## src/rtl/i2s_rx_deserializer_if.sv

```systemverilog
// PCM output bundle of the I2S receiver: per-channel data words, valid strobes, error status.
// Latency: none (wires only).
// Backpressure: none; strobes are fire-and-forget, consumers must take every word.
//
// Ports (master = receiver, slave = consumer such as the FIR l/r data_en/data_in inputs):
//   l_dout_valid / r_dout_valid  1-clk strobes, l_pcm_data / r_pcm_data updated
//   l_pcm_data / r_pcm_data      last complete word per channel (DATA_W bits)
//   frame_err                    1-clk strobe on a short slot (I2S_RX_FRAME_ERR_EN builds only)
//   err_count                    saturating short-slot count (I2S_RX_FRAME_ERR_EN builds only)
interface i2s_rx_deserializer_if #(
    parameter int DATA_W = 24
);
    logic              l_dout_valid;
    logic              r_dout_valid;
    logic [DATA_W-1:0] l_pcm_data;
    logic [DATA_W-1:0] r_pcm_data;
    logic              frame_err;
    logic [7:0]        err_count;

    modport master (
        output l_dout_valid, r_dout_valid, l_pcm_data, r_pcm_data, frame_err, err_count
    );

    modport slave (
        input  l_dout_valid, r_dout_valid, l_pcm_data, r_pcm_data, frame_err, err_count
    );
endinterface

```

## src/rtl/i2s_rx_deserializer.sv

```systemverilog
// Slave-mode I2S receiver: oversamples async bclk/lrclk/data, emits one left and one right word per frame.
// Latency: valid 4 clk (+1 for async sampling) after the pin-level bclk rise carrying the word LSB.
// Backpressure: none; each word is presented with a single-cycle strobe and held until replaced.
//
// Ports:
//   clk, reset_n        system clock (bclk must be <= clk/4), asynchronous active-low reset
//   audio_en            0 = receiver idle and flushed; data outputs hold
//   i2s_bclk/lrclk/d    external I2S pins, asynchronous to clk
//   pcm (master)        l/r strobes and data, frame_err, err_count
// Optional feature macro: I2S_RX_FRAME_ERR_EN builds short-slot detection (frame_err, err_count);
// without it both outputs are tied to 0.
module i2s_rx_deserializer #(
    parameter int DATA_W     = 24,
    parameter bit LEFT_LEVEL = 1'b0
) (
    input  logic                  clk,
    input  logic                  reset_n,
    input  logic                  audio_en,
    input  logic                  i2s_bclk,
    input  logic                  i2s_lrclk,
    input  logic                  i2s_d,
    i2s_rx_deserializer_if.master pcm
);
    localparam logic [5:0] CNT_DW  = 6'(DATA_W);
    localparam logic [5:0] CNT_MAX = 6'd63;

    // Two-flop synchronisers; bclk_prev gives the rising-edge detector its history.
    logic [1:0]        bclk_sync;
    logic [1:0]        lr_sync;
    logic [1:0]        d_sync;
    logic              bclk_prev;
    logic              bclk_rise;

    logic              lr_prev;
    logic              lr_seen;     // lr_prev holds a real sample from an earlier edge
    logic              slot_start;

    logic              armed;
    logic              channel;
    logic [5:0]        bit_cnt;
    logic [5:0]        bit_nxt;
    logic [DATA_W-1:0] shreg;
    logic              cap_pend;

    logic              l_vld_q;
    logic              r_vld_q;
    logic [DATA_W-1:0] l_dat_q;
    logic [DATA_W-1:0] r_dat_q;

    assign bclk_rise  = bclk_sync[1] & ~bclk_prev;
    assign slot_start = bclk_rise & lr_seen & (lr_sync[1] != lr_prev);
    assign bit_nxt    = (bit_cnt == CNT_MAX) ? CNT_MAX : bit_cnt + 6'd1;

    always_ff @(posedge clk or negedge reset_n) begin
        if (!reset_n) begin
            bclk_sync <= '0;
            lr_sync   <= '0;
            d_sync    <= '0;
            bclk_prev <= 1'b0;
        end else begin
            bclk_sync <= {bclk_sync[0], i2s_bclk};
            lr_sync   <= {lr_sync[0], i2s_lrclk};
            d_sync    <= {d_sync[0], i2s_d};
            bclk_prev <= bclk_sync[1];
        end
    end

    // lrclk history keeps tracking while disabled so that re-enabling mid-slot does not
    // mistake the current level for a fresh slot boundary. The first edge after reset
    // only loads history, so a slot already in progress can never arm the capture.
    always_ff @(posedge clk or negedge reset_n) begin
        if (!reset_n) begin
            lr_prev <= 1'b0;
            lr_seen <= 1'b0;
        end else if (bclk_rise) begin
            lr_prev <= lr_sync[1];
            lr_seen <= 1'b1;
        end
    end

    always_ff @(posedge clk or negedge reset_n) begin
        if (!reset_n) begin
            bit_cnt  <= '0;
            shreg    <= '0;
            armed    <= 1'b0;
            channel  <= 1'b0;
            cap_pend <= 1'b0;
        end else if (!audio_en) begin
            bit_cnt  <= '0;
            shreg    <= '0;
            armed    <= 1'b0;
            cap_pend <= 1'b0;
        end else begin
            cap_pend <= 1'b0;
            if (slot_start) begin
                // The bit on this edge is the previous slot's LSB (one-bit delay): drop it.
                bit_cnt <= '0;
                armed   <= 1'b1;
                channel <= lr_sync[1];
            end else if (bclk_rise) begin
                bit_cnt <= bit_nxt;
                if (bit_nxt <= CNT_DW) begin
                    shreg <= {shreg[DATA_W-2:0], d_sync[1]};
                end
                if (armed && (bit_nxt == CNT_DW)) begin
                    cap_pend <= 1'b1;
                end
            end
        end
    end

    // shreg is stable for the cycle after cap_pend since bclk edges are >= 4 clk apart.
    always_ff @(posedge clk or negedge reset_n) begin
        if (!reset_n) begin
            l_vld_q <= 1'b0;
            r_vld_q <= 1'b0;
            l_dat_q <= '0;
            r_dat_q <= '0;
        end else begin
            l_vld_q <= 1'b0;
            r_vld_q <= 1'b0;
            if (audio_en && cap_pend) begin
                if (channel == LEFT_LEVEL) begin
                    l_vld_q <= 1'b1;
                    l_dat_q <= shreg;
                end else begin
                    r_vld_q <= 1'b1;
                    r_dat_q <= shreg;
                end
            end
        end
    end

    assign pcm.l_dout_valid = l_vld_q;
    assign pcm.r_dout_valid = r_vld_q;
    assign pcm.l_pcm_data   = l_dat_q;
    assign pcm.r_pcm_data   = r_dat_q;

`ifdef I2S_RX_FRAME_ERR_EN
    logic       fe_q;
    logic [7:0] ec_q;

    // A slot is short when the boundary arrives after at least one data bit but before
    // the word LSB was shifted; unarmed (partial) slots are never counted.
    always_ff @(posedge clk or negedge reset_n) begin
        if (!reset_n) begin
            fe_q <= 1'b0;
            ec_q <= '0;
        end else if (!audio_en) begin
            fe_q <= 1'b0;
            ec_q <= '0;
        end else begin
            fe_q <= 1'b0;
            if (slot_start && armed && (bit_cnt != 6'd0) && (bit_cnt < CNT_DW)) begin
                fe_q <= 1'b1;
                if (ec_q != 8'hFF) begin
                    ec_q <= ec_q + 8'd1;
                end
            end
        end
    end

    assign pcm.frame_err = fe_q;
    assign pcm.err_count = ec_q;
`else
    assign pcm.frame_err = 1'b0;
    assign pcm.err_count = 8'd0;
`endif
endmodule

```

## src/flat_wrapper.sv

```systemverilog
// flat-port wrapper written by rule: the top's interface ports become plain ports
module i2s_rx_deserializer_flat 
#(
    parameter int DATA_W     = 24,
    parameter bit LEFT_LEVEL = 1'b0
)
  (clk, reset_n, audio_en, i2s_bclk, i2s_lrclk, i2s_d, pcm_l_dout_valid, pcm_r_dout_valid, pcm_l_pcm_data, pcm_r_pcm_data, pcm_frame_err, pcm_err_count);
  i2s_rx_deserializer_if #(.DATA_W(DATA_W)) pcm_i ();
  input  logic clk;
  input  logic reset_n;
  input  logic audio_en;
  input  logic i2s_bclk;
  input  logic i2s_lrclk;
  input  logic i2s_d;
  output wire logic [$bits(pcm_i.l_dout_valid)-1:0] pcm_l_dout_valid;
  output wire logic [$bits(pcm_i.r_dout_valid)-1:0] pcm_r_dout_valid;
  output wire logic [$bits(pcm_i.l_pcm_data)-1:0] pcm_l_pcm_data;
  output wire logic [$bits(pcm_i.r_pcm_data)-1:0] pcm_r_pcm_data;
  output wire logic [$bits(pcm_i.frame_err)-1:0] pcm_frame_err;
  output wire logic [$bits(pcm_i.err_count)-1:0] pcm_err_count;
  assign pcm_l_dout_valid = pcm_i.l_dout_valid;
  assign pcm_r_dout_valid = pcm_i.r_dout_valid;
  assign pcm_l_pcm_data = pcm_i.l_pcm_data;
  assign pcm_r_pcm_data = pcm_i.r_pcm_data;
  assign pcm_frame_err = pcm_i.frame_err;
  assign pcm_err_count = pcm_i.err_count;
  i2s_rx_deserializer #(.DATA_W(DATA_W), .LEFT_LEVEL(LEFT_LEVEL)) u_core (.clk(clk), .reset_n(reset_n), .audio_en(audio_en), .i2s_bclk(i2s_bclk), .i2s_lrclk(i2s_lrclk), .i2s_d(i2s_d), .pcm(pcm_i));
endmodule
```

## config.mk

```make
export PLATFORM = sky130hd
export DESIGN_NAME = i2s_rx_deserializer_flat
export DESIGN_NICKNAME = d
export VERILOG_FILES = /design/src/rtl/i2s_rx_deserializer_if.sv /design/src/rtl/i2s_rx_deserializer.sv /design/src/flat_wrapper.sv
export SDC_FILE = /design/constraint.sdc
export NUM_CORES = 1
export LEC_CHECK = 0
export ABC_AREA = 1
export CORE_UTILIZATION = 33
export CTS_BUF_LIST = sky130_fd_sc_hd__clkbuf_8 sky130_fd_sc_hd__clkbuf_16
export CTS_CLUSTER_SIZE = 24
export DETAILED_ROUTE_END_ITERATION = 6
export GPL_ROUTABILITY_DRIVEN = 0
export PLACE_DENSITY = 0.5
export SLEW_MARGIN = 0
export SYNTH_ARGS = -nofsm -noshare
export SYNTH_HDL_FRONTEND = slang
export SYNTH_SLANG_ARGS = --single-unit
```

## constraint.sdc

```tcl
create_clock -name clk -period 1.8 [get_ports clk]
set_input_delay 0.18 -clock clk [delete_from_list [all_inputs] [get_ports clk]]
set_output_delay 0.18 -clock clk [all_outputs]
set_load 0.02 [all_outputs]
```

==> key figures, run 1 <==
Outcome
  • Status: complete, no violations

GRT
  • Initial antenna violation count: 0
  • Number of global-route vias before repair: 2,593
  • Congestion Overflow GR: 0
  • Tot GR Track Use: 13.5%
  • Largest net degree at the start of global routing: 49
  • First-pass GRT wire length: 12,500 um

Run
  • Total of max-cap violations: 0

Timing
  • Final period util: 92.2%
  • Worst slew pin tran: 0.536 ns
  • Hold Fails Final Rpt: 0
  • Min cycle time layout: 1.66 ns
  • Slew headroom: 64.3%
  • Peak Freq: 0.602 GHz
  • Pins Over Slew Limit: 0
  • Final setup fails: 0
  • Slack of the critical path: 0.140 ns
  • RSZ-0062 raised after global routing: no
  • Setup Skew: 0.00764 ns
  • Setup total negative slack: 0 ns

Finish
  • Finished Layout Cells: 602
  • Reg area: 2300 sq um
  • Layout area overhead: 25.4%
  • Nets: 461
  • Final-layout fill cell count: 1,116
  • Multi-input gate area: 1230 sq um
  • Layout cells sized above 1: 13.3%
  • Ant diodes: 0

Clock network
  • Clk buf depth: 2
  • Htree depth: 3
  • CTS tree: done
  • Total CTS buffers: 9
  • CTS sink cnt: 92
  • Clk pin slew, worst setup/hold paths: 0.06 ns
  • Clk Latency, worst-skew pair: 0.34 ns
  • Post-CTS Setup Repair Bufs: 0
  • Root buffer cell: clkbuf_16

Worst setup path
  • Required @ worst endpoint: 2.08 ns
  • CP delay by family, top: simple AND/OR/NAND/NOR gates
  • CP Launch Type: register
  • Worst path bufs/invs: 1
  • Critical Path Max Stage Delay: 0.38 ns
  • Worst EP arrival: 1.94 ns
  • Setup crit end kind: register
  • Crit-path cells: ha_1, a21oi_1, nand2_1, nand2_2, nand2_4, nor2_8, buf_4, nand4_1, nand2_1
  • Most used cell along the critical path: nand2_1
  • CP Max Fanout: 16
  • Critical setup path kind: reg2reg
  • Slowest cell on crit path: dfrtp_1
  • Worst R2R Setup Slack: 0.14 ns

Logic synthesis
  • Post-synth EDFFs: 0
  • Syn Inst Count: 398
  • Yosys Warn Count: 0
  • Synth cell types: 29
  • Netlist Area Pre-Place: 3850 sq um
  • Syn_area_per_cell: 9.68 sq um
  • Register area share after synthesis: 59.8%
  • #FFs+latches synth: 92
  • Top_reg_cell synth: dfrtp_1
  • FFs w/ async S/R, synth: 100%

Routing
  • DRT Wirelength: 7380 um
  • Post-DRT Antenna Nets: 0
  • Pre-antenna DRT Iters: 6
  • Via/cell ratio: 4.54
  • Detailed-route via count: 2,734
  • DRT iter0 DRCs: 146
  • Wire per inst: 12.3 um
  • Drt drc: 0

Die
  • Die ar.: 12,100 sq um
  • Placeable Area: 11,400 sq um
  • Chip width: 110 um
  • Io pins: 65
  • Row cnt: 39
  • Die Span Y: 110 um
  • Initial Util: 33.7%

Placement
  • HPWL after DPL: 5030 um
  • IO Port Bufs: 55
  • Dpl ws: 0.0403 ns
  • Dpl cells: 585

Min path
  • Hold Path Class: in2reg

Power and ir drop
  • Pwr dens: 901 nW/um^2
  • Pleak: 2.27 nW
  • Peak VDD IR: 388 uV
[report_power, final]
part,switching [mW],internal [mW]
sequential,0.0431,2.15
combinational,0.247,0.163
clock,0.783,0.970
[layer usage]
metal	global-route usage (%)	wire (um)	vias up	part of all wire, %
met4	6.86	135	0	1.8
met1	18.6	3650	1291	50
met3	2.53	303	11	4.1
met5	0	0	-	0
li1	-	-	1381	-
met2	20.3	3290	51	45
[registers in the layout, indices dropped and copies added, names as in the netlist, 2 cells and up]
register and cells:
u_core.bclk_sync 2, u_core.bit_cnt 6, u_core.d_sync 2, u_core.lr_sync 2, u_core.pcm.l_pcm_data 24, u_core.pcm.r_pcm_data 24
u_core.shreg 24
[final timing paths]
path                       cells after the start               from                   endpoint
max                                            9  u_core.bit_cnt[0]           u_core.shreg[23]
min                                            3           audio_en               u_core.armed
max reg2reg                                    9  u_core.bit_cnt[0]           u_core.shreg[23]
min reg2reg                                    0   u_core.d_sync[0]           u_core.d_sync[1]
max in group asynchronous                      3            reset_n  u_core.pcm.r_pcm_data[16]
min in group asynchronous                      2            reset_n    u_core.pcm.r_dout_valid
[stage by stage]
step	utilization (%)	hold slack, ns	power [mW]	cell area, sq um
2_1_floorplan	-	-0.116	2.45	3880
3_3_place_gp	39.7	0.198	2.64	4530
3_5_place_dp	39.7	0.201	2.64	4530
4_1_cts	42.2	0.144	4.42	4820
5_1_grt	42.3	0.165	4.55	4830
6_report	42.3	0.159	4.35	4830
[worst register-to-register path, cell delays in order, from the launching register on]
cell and delay, ns:
dfrtp_1 0.38, ha_1 0.24, a21oi_1 0.15, nand2_1 0.07, nand2_2 0.10, nand2_4 0.07, nor2_8 0.11, buf_4 0.22
nand4_1 0.14, nand2_1 0.10
[cell usage after synthesis, drive strengths merged, types with 2 or more instances]
cell type	instances	area share, %
a21oi	2	0.26
nor3	3	0.39
clkbuf	9	0.88
nor2	6	1.2
inv	48	4.7
nand3	25	4.9
nand4	16	2.6
buf	20	3.7
or2	2	0.32
o21ai	65	9.2
dfrtp	92	60
nand2	105	11
[cell usage in the layout, fill, tap and decap left out, types with 2 or more instances in the layout]
cell type,Yosys,layout
o21ai_0,57,57
nand4_1,16,16
nor3_1,3,3
inv_1,47,47
conb_1,1,9
clkdlybuf4s50_1,0,53
clkinv_2,0,3
buf_12,0,2
o21ai_2,8,8
buf_4,10,8
nand2_2,8,8
nor2_1,4,4
clkbuf_16,0,9
nand2_1,95,95
a21oi_1,2,2
nand3_1,14,14
dfrtp_1,92,92
nand3_2,10,10
clkinvlp_4,0,2
[cells by family (layout without fill, tap and decap cells)]
group                      Yosys count  count (layout)  share of synthesized area [%]
AOI/OAI and AO/OA                   69              69                           9.84
xor gates and xnor gates             1               1                          0.227
adders and majority gates            1               1                          0.325
buffers and inverters               77             130                           9.22
DFF                                 92              92                           59.8
other                                1               9                         0.0973
and+or+nand+nor                    157             157                           20.5
[area by class of cell]
class                   instances  area share [%]
flip-flops and latches         92            47.7
clock inverters                 6           0.803
inverters                      48            3.73
repair buffers                 66            13.6
clock buffers                  10            4.95
well taps                     143            3.70
multi-input cells             237            25.5
[timing repair]
action / 4_1_cts / 5_1_grt
endpoints found under the setup margin: 0 / 24
hold endpoints to repair: 37 / 0
resized for setup: 0 / 2
hold buffers: 1 / 0
No activity file was read; power rests on OpenSTA's default activity.
==> run 2, diff against run 1 <==
CTS_CLUSTER_DIAMETER = 120   (was unset)
==> results of run 2 <==
No change in the layout: final DEF, timing and power equal those of run 1.
==> run 3, diff against run 2 <==
CAP_MARGIN = 20   (was unset)
==> results of run 3 <==
No change in the layout: final DEF, timing and power equal those of run 1.
